**config.mk**
```make
export PLATFORM = sky130hd
export DESIGN_NAME = parity_check_stage
export DESIGN_NICKNAME = d
export VERILOG_FILES = /design/src/rtl/parity_check_stage.sv
export SDC_FILE = /design/constraint.sdc
export NUM_CORES = 1
export LEC_CHECK = 0
export BUFFER_PORTS_ARGS = -buffer_cell sky130_fd_sc_hd__buf_2
export CORE_MARGIN = 4
export CORE_UTILIZATION = 29
export CTS_BUF_LIST = sky130_fd_sc_hd__clkbuf_8
export DETAILED_ROUTE_END_ITERATION = 8
export GPL_ROUTABILITY_DRIVEN = 0
export SYNTH_ARGS = -nofsm -noshare
export SYNTH_HDL_FRONTEND = slang
export SYNTH_SLANG_ARGS = --single-unit
```
**constraint.sdc**
```tcl
create_clock -name clk -period 3.2 [get_ports clk]
set_input_delay 0.48 -clock clk [delete_from_list [all_inputs] [get_ports clk]]
set_output_delay 0.48 -clock clk [all_outputs]
set_load 0.005 [all_outputs]
```
**src/rtl/parity_check_stage.sv**
```systemverilog
// Registered per-lane parity checker sitting between a FIFO pop port and a
// downstream consumer. It holds two words (head register plus one skid entry),
// so it can take one word per cycle while grant_in stays high, and
// pop_grant_in depends only on registered occupancy.
module parity_check_stage #(
    parameter logic PARITY     = 1'b1,  // 1: even parity, 0: odd parity
    parameter logic P_BIT      = 1'b1,  // 1: parity bit at lane LSB, 0: at MSB
    parameter int   DATA_WIDTH = 17,
    parameter int   LANES      = 1,
    parameter logic DROP_BAD   = 1'b0,
    parameter int   ERR_CNT_W  = 8
) (
    input  logic                  clk,
    input  logic                  rst,
    input  logic                  pop_valid_out,
    output logic                  pop_grant_in,
    input  logic [DATA_WIDTH-1:0] data_out,
    output logic                  valid_out,
    input  logic                  grant_in,
    output logic [DATA_WIDTH-1:0] chk_data,
    output logic [LANES-1:0]      chk_lane_err,
    input  logic                  err_clr,
    output logic [ERR_CNT_W-1:0]  err_count,
    output logic                  err_sticky
);

    localparam int LW = DATA_WIDTH / LANES;
    localparam logic [ERR_CNT_W-1:0] CNT_ONE = 1;
    localparam logic [ERR_CNT_W-1:0] CNT_MAX = '1;

    // Reject lane geometries that cannot be split evenly or leave no data bit.
    if ((DATA_WIDTH % LANES) != 0 || LW < 2) begin : g_bad_lanes
        $error("parity_check_stage: DATA_WIDTH must split into LANES lanes of at least 2 bits");
    end

    // The check is a whole-lane XOR, so the parity bit position only needs to be legal.
    if (P_BIT !== 1'b0 && P_BIT !== 1'b1) begin : g_bad_pbit
        $error("parity_check_stage: P_BIT must be 0 or 1");
    end

    logic [LANES-1:0]      lane_odd;
    logic [LANES-1:0]      lane_err;
    logic                  word_bad;
    logic                  accept;
    logic                  push;
    logic                  pop;
    logic                  sk_valid;
    logic [DATA_WIDTH-1:0] sk_data;
    logic [LANES-1:0]      sk_err;
    logic [ERR_CNT_W-1:0]  cnt_base;
    logic [ERR_CNT_W-1:0]  cnt_next;

    for (genvar k = 0; k < LANES; k++) begin : g_lane
        assign lane_odd[k] = ^data_out[k*LW +: LW];
    end

    // Flag lanes whose count of ones disagrees with the configured parity.
    always_comb begin
        lane_err = PARITY ? lane_odd : ~lane_odd;
        word_bad = |lane_err;
    end

    // A bad word in drop mode is still taken from the FIFO but never enqueued.
    always_comb begin
        pop_grant_in = ~(valid_out & sk_valid);
        accept       = pop_valid_out & pop_grant_in;
        push         = accept & ~(DROP_BAD & word_bad);
        pop          = valid_out & grant_in;
    end

    // Two-entry in-order buffer: the head register drives the outputs directly.
    always_ff @(posedge clk or posedge rst) begin
        if (rst) begin
            valid_out    <= 1'b0;
            chk_data     <= '0;
            chk_lane_err <= '0;
            sk_valid     <= 1'b0;
            sk_data      <= '0;
            sk_err       <= '0;
        end else if (!valid_out) begin
            if (push) begin
                valid_out    <= 1'b1;
                chk_data     <= data_out;
                chk_lane_err <= lane_err;
            end
        end else if (!sk_valid) begin
            if (pop && push) begin
                chk_data     <= data_out;
                chk_lane_err <= lane_err;
            end else if (pop) begin
                valid_out <= 1'b0;
            end else if (push) begin
                sk_valid <= 1'b1;
                sk_data  <= data_out;
                sk_err   <= lane_err;
            end
        end else if (pop) begin
            chk_data     <= sk_data;
            chk_lane_err <= sk_err;
            sk_valid     <= 1'b0;
        end
    end

    // Clear takes effect before counting, so clear plus a bad word leaves a count of one.
    always_comb begin
        cnt_base = err_clr ? '0 : err_count;
        cnt_next = cnt_base;
        if (accept && word_bad && cnt_base != CNT_MAX) begin
            cnt_next = cnt_base + CNT_ONE;
        end
    end

    // Saturating error counter and sticky error flag.
    always_ff @(posedge clk or posedge rst) begin
        if (rst) begin
            err_count  <= '0;
            err_sticky <= 1'b0;
        end else begin
            err_count  <= cnt_next;
            err_sticky <= (err_sticky & ~err_clr) | (accept & word_bad);
        end
    end

endmodule

```
==> run metrics <==
root buffer cell clkbuf_8; grt ovf 0; Power Density ~600 nW/um2; Ys Warns 0; Bufs and invs on worst path 2; largest net degree at the start of global routing 48; Final Hold Vio Count 0; endpoint class of the critical path primary output; final max-slew violation count 0; CP max stage cell and2_1; Post-Syn Nets 215; CP startpoint valid_out; Chip Height between 90 and 100 um; R2R depth 5; area grow syn2layout 20.3%; CP max FO 12; DRC viols 0; ANT cells 0; Commonest cells post-synth dfrtp_1 (47), nand2_1 (22), o21ai_0 (21); clock tree buffer depth 2; R2R Path End chk_data[3]; Worst-path clk slew 0.09 ns; clock buffer count from CTS 5; Initial Util 30.4%; GRT Util Overall 10.7%; die area 9200 um2; RSZ-0062 raised after global routing false; Startpoint Class flip-flop; DIE WIDTH 95.9 um; # H-tree levels 2; top cell type's share of synthesized area 52.5%; clk_lat worst skew a little under 0.3 ns; fin nets between 200 and 300; crit path kind reg -> out; slew margin rel. between 30% and 40%; Hold Buf Count CTS 0; area leader, netlist dfrtp_1; Gate Count Post-Synth 192; Worst EP arrival 1.82 ns; Clk pwr share between 20% and 30%; setup_tns 0 ns; combinational power share 28.0%; total wire length ~4.7 mm; switching pwr roughly 500 uW; Slew @ Worst Pin 1.04 ns; area of the core 7370 um2; final setup fails 0; wire length of the first global-routing pass between 7 and 8 mm; mapped cell area around 2200 um2; instance count on the critical path 3; status complete, no violations; Power Internal 1120 uW; Hold WC Path Type in -> async; clock tree from TritonCTS built; maximum VDD drop 0.000192 V; initial antenna violation count 0; routed len/inst 13.5 um; clk sinks 47; Non-Filler Instances 344; vias in the first global route about 1500; flop-to-flop setup slack 1.16 ns; Main synth FF type dfrtp_1; Seq pwr share slightly above 50%; LEAKAGE 0.00127 uW; row cnt 31; Final Critical Period 2.30 ns; Post-synth EDFFs 0; Final period util 71.8%; HPWL after detailed placement 3.31 mm; asr flop ratio synth 100%; Buffers on Ports 50; maxcap violations 0; Ports between 50 and 60; Syn Area/Cell 11.7 um2; library cells used by synthesis 33; DR vias/cell 4.49; #FFs+latches synth 47; layout cell share with drive strength beyond 1 33.1%; CP peak stage delay 0.60 ns; largest cells by area after synthesis dfrtp_1 (52%), mux2_2 (9.5%), mux2i_1 (8.0%); Setup Skew 0.00226 ns; crit-path cells and2_1 -> inv_1 -> buf_2; sequential share of the synthesized area 52.5%; dpl cells 336; reg2reg start valid_out; Sw Ratio 30.3%; Crit path max-delay family simple AND/OR/NAND/NOR gates; CP required 2.72 ns; most frequent cell after synthesis dfrtp_1; CTS resizes 0; antenna viol nets, final 0; drt first pass iters 4; Fmax approximately 0.44 GHz; setup bufs post-CTS 0; via count 1544; drt initial violations 44
[power groups by stage]
stage	Clock (uW)	Sequential, uW	Combinational, uW
after CTS	360	820	463
after global routing	385	840	508
after floorplan	0	827	298
after global placement	0	826	454
after detailed placement	0	832	462
final	343	818	451
[registers in the layout, indices dropped and copies added (netlist names)]
name and cells:
err_sticky 1, sk_data 17, chk_data 17, sk_valid 1
sk_err 1, valid_out 1, chk_lane_err 1, err_count 8
[layer usage]
metal | vias up | global-route usage [%] | routed length [um]
met2 | 27 | 17.8 | 2300
met4 | 0 | 2.49 | 22
met3 | 2 | 3.13 | 206
met1 | 742 | 13.6 | 2130
li1 | 773 | - | -
met5 | - | 0 | 0
[cell type report]
type | instances | area (um2)
Timing Repair Buffer | 53 | 273
Multi-Input combinational cell | 132 | 1020
Clock inverter | 3 | 12.5
Tap cell | 99 | 124
Fill cell | 761 | 4670
Sequential cell | 47 | 1180
Clock buffer | 5 | 68.8
Inverter | 5 | 18.8
[metrics by stage]
step | total power [uW] | hold WS, ns | setup WS (ns) | cell area, um2 | util (%)
after floorplan | 1130 | 0.473 | 0.968 | 2240 | -
after global placement | 1280 | 0.455 | 0.687 | 2620 | 35.5
after detailed placement | 1290 | 0.465 | 0.615 | 2620 | 35.5
after CTS | 1640 | 0.415 | 0.852 | 2700 | 36.6
after global routing | 1730 | 0.414 | 0.760 | 2700 | 36.6
final | 1610 | 0.419 | 0.904 | 2700 | 36.6
[logic make-up after synthesis]
kind of cell	share of synthesized area [%]
AOI/OAI and AO/OA	8.04
xor gates and xnor gates	8.32
adders and majority gates	0.558
buffers and inverters	2.34
DFF	52.5
muxes	18.1
and+or+nand+nor	10.2
[cells in the final DEF, fill, tap and decap left out, types with 4 or more instances in the layout]
| cell | instances |
|---|---|
| nand2_1 | 22 |
| mux2_2 | 19 |
| nand3_1 | 4 |
| a21oi_1 | 5 |
| inv_1 | 6 |
| buf_2 | 50 |
| nand2b_1 | 4 |
| o21ai_0 | 21 |
| clkbuf_8 | 5 |
| dfrtp_1 | 47 |
| xnor3_1 | 4 |
| xnor2_1 | 9 |
| mux2i_1 | 18 |
[how the worst max path moves through the flow]
stage,endpoint
after global routing,pop_grant_in
after detailed placement,err_count[5]
final,pop_grant_in
after floorplan,err_count[1]
after global placement,err_count[7]
after CTS,pop_grant_in
Note: power is estimated with default switching activity, not from simulation.
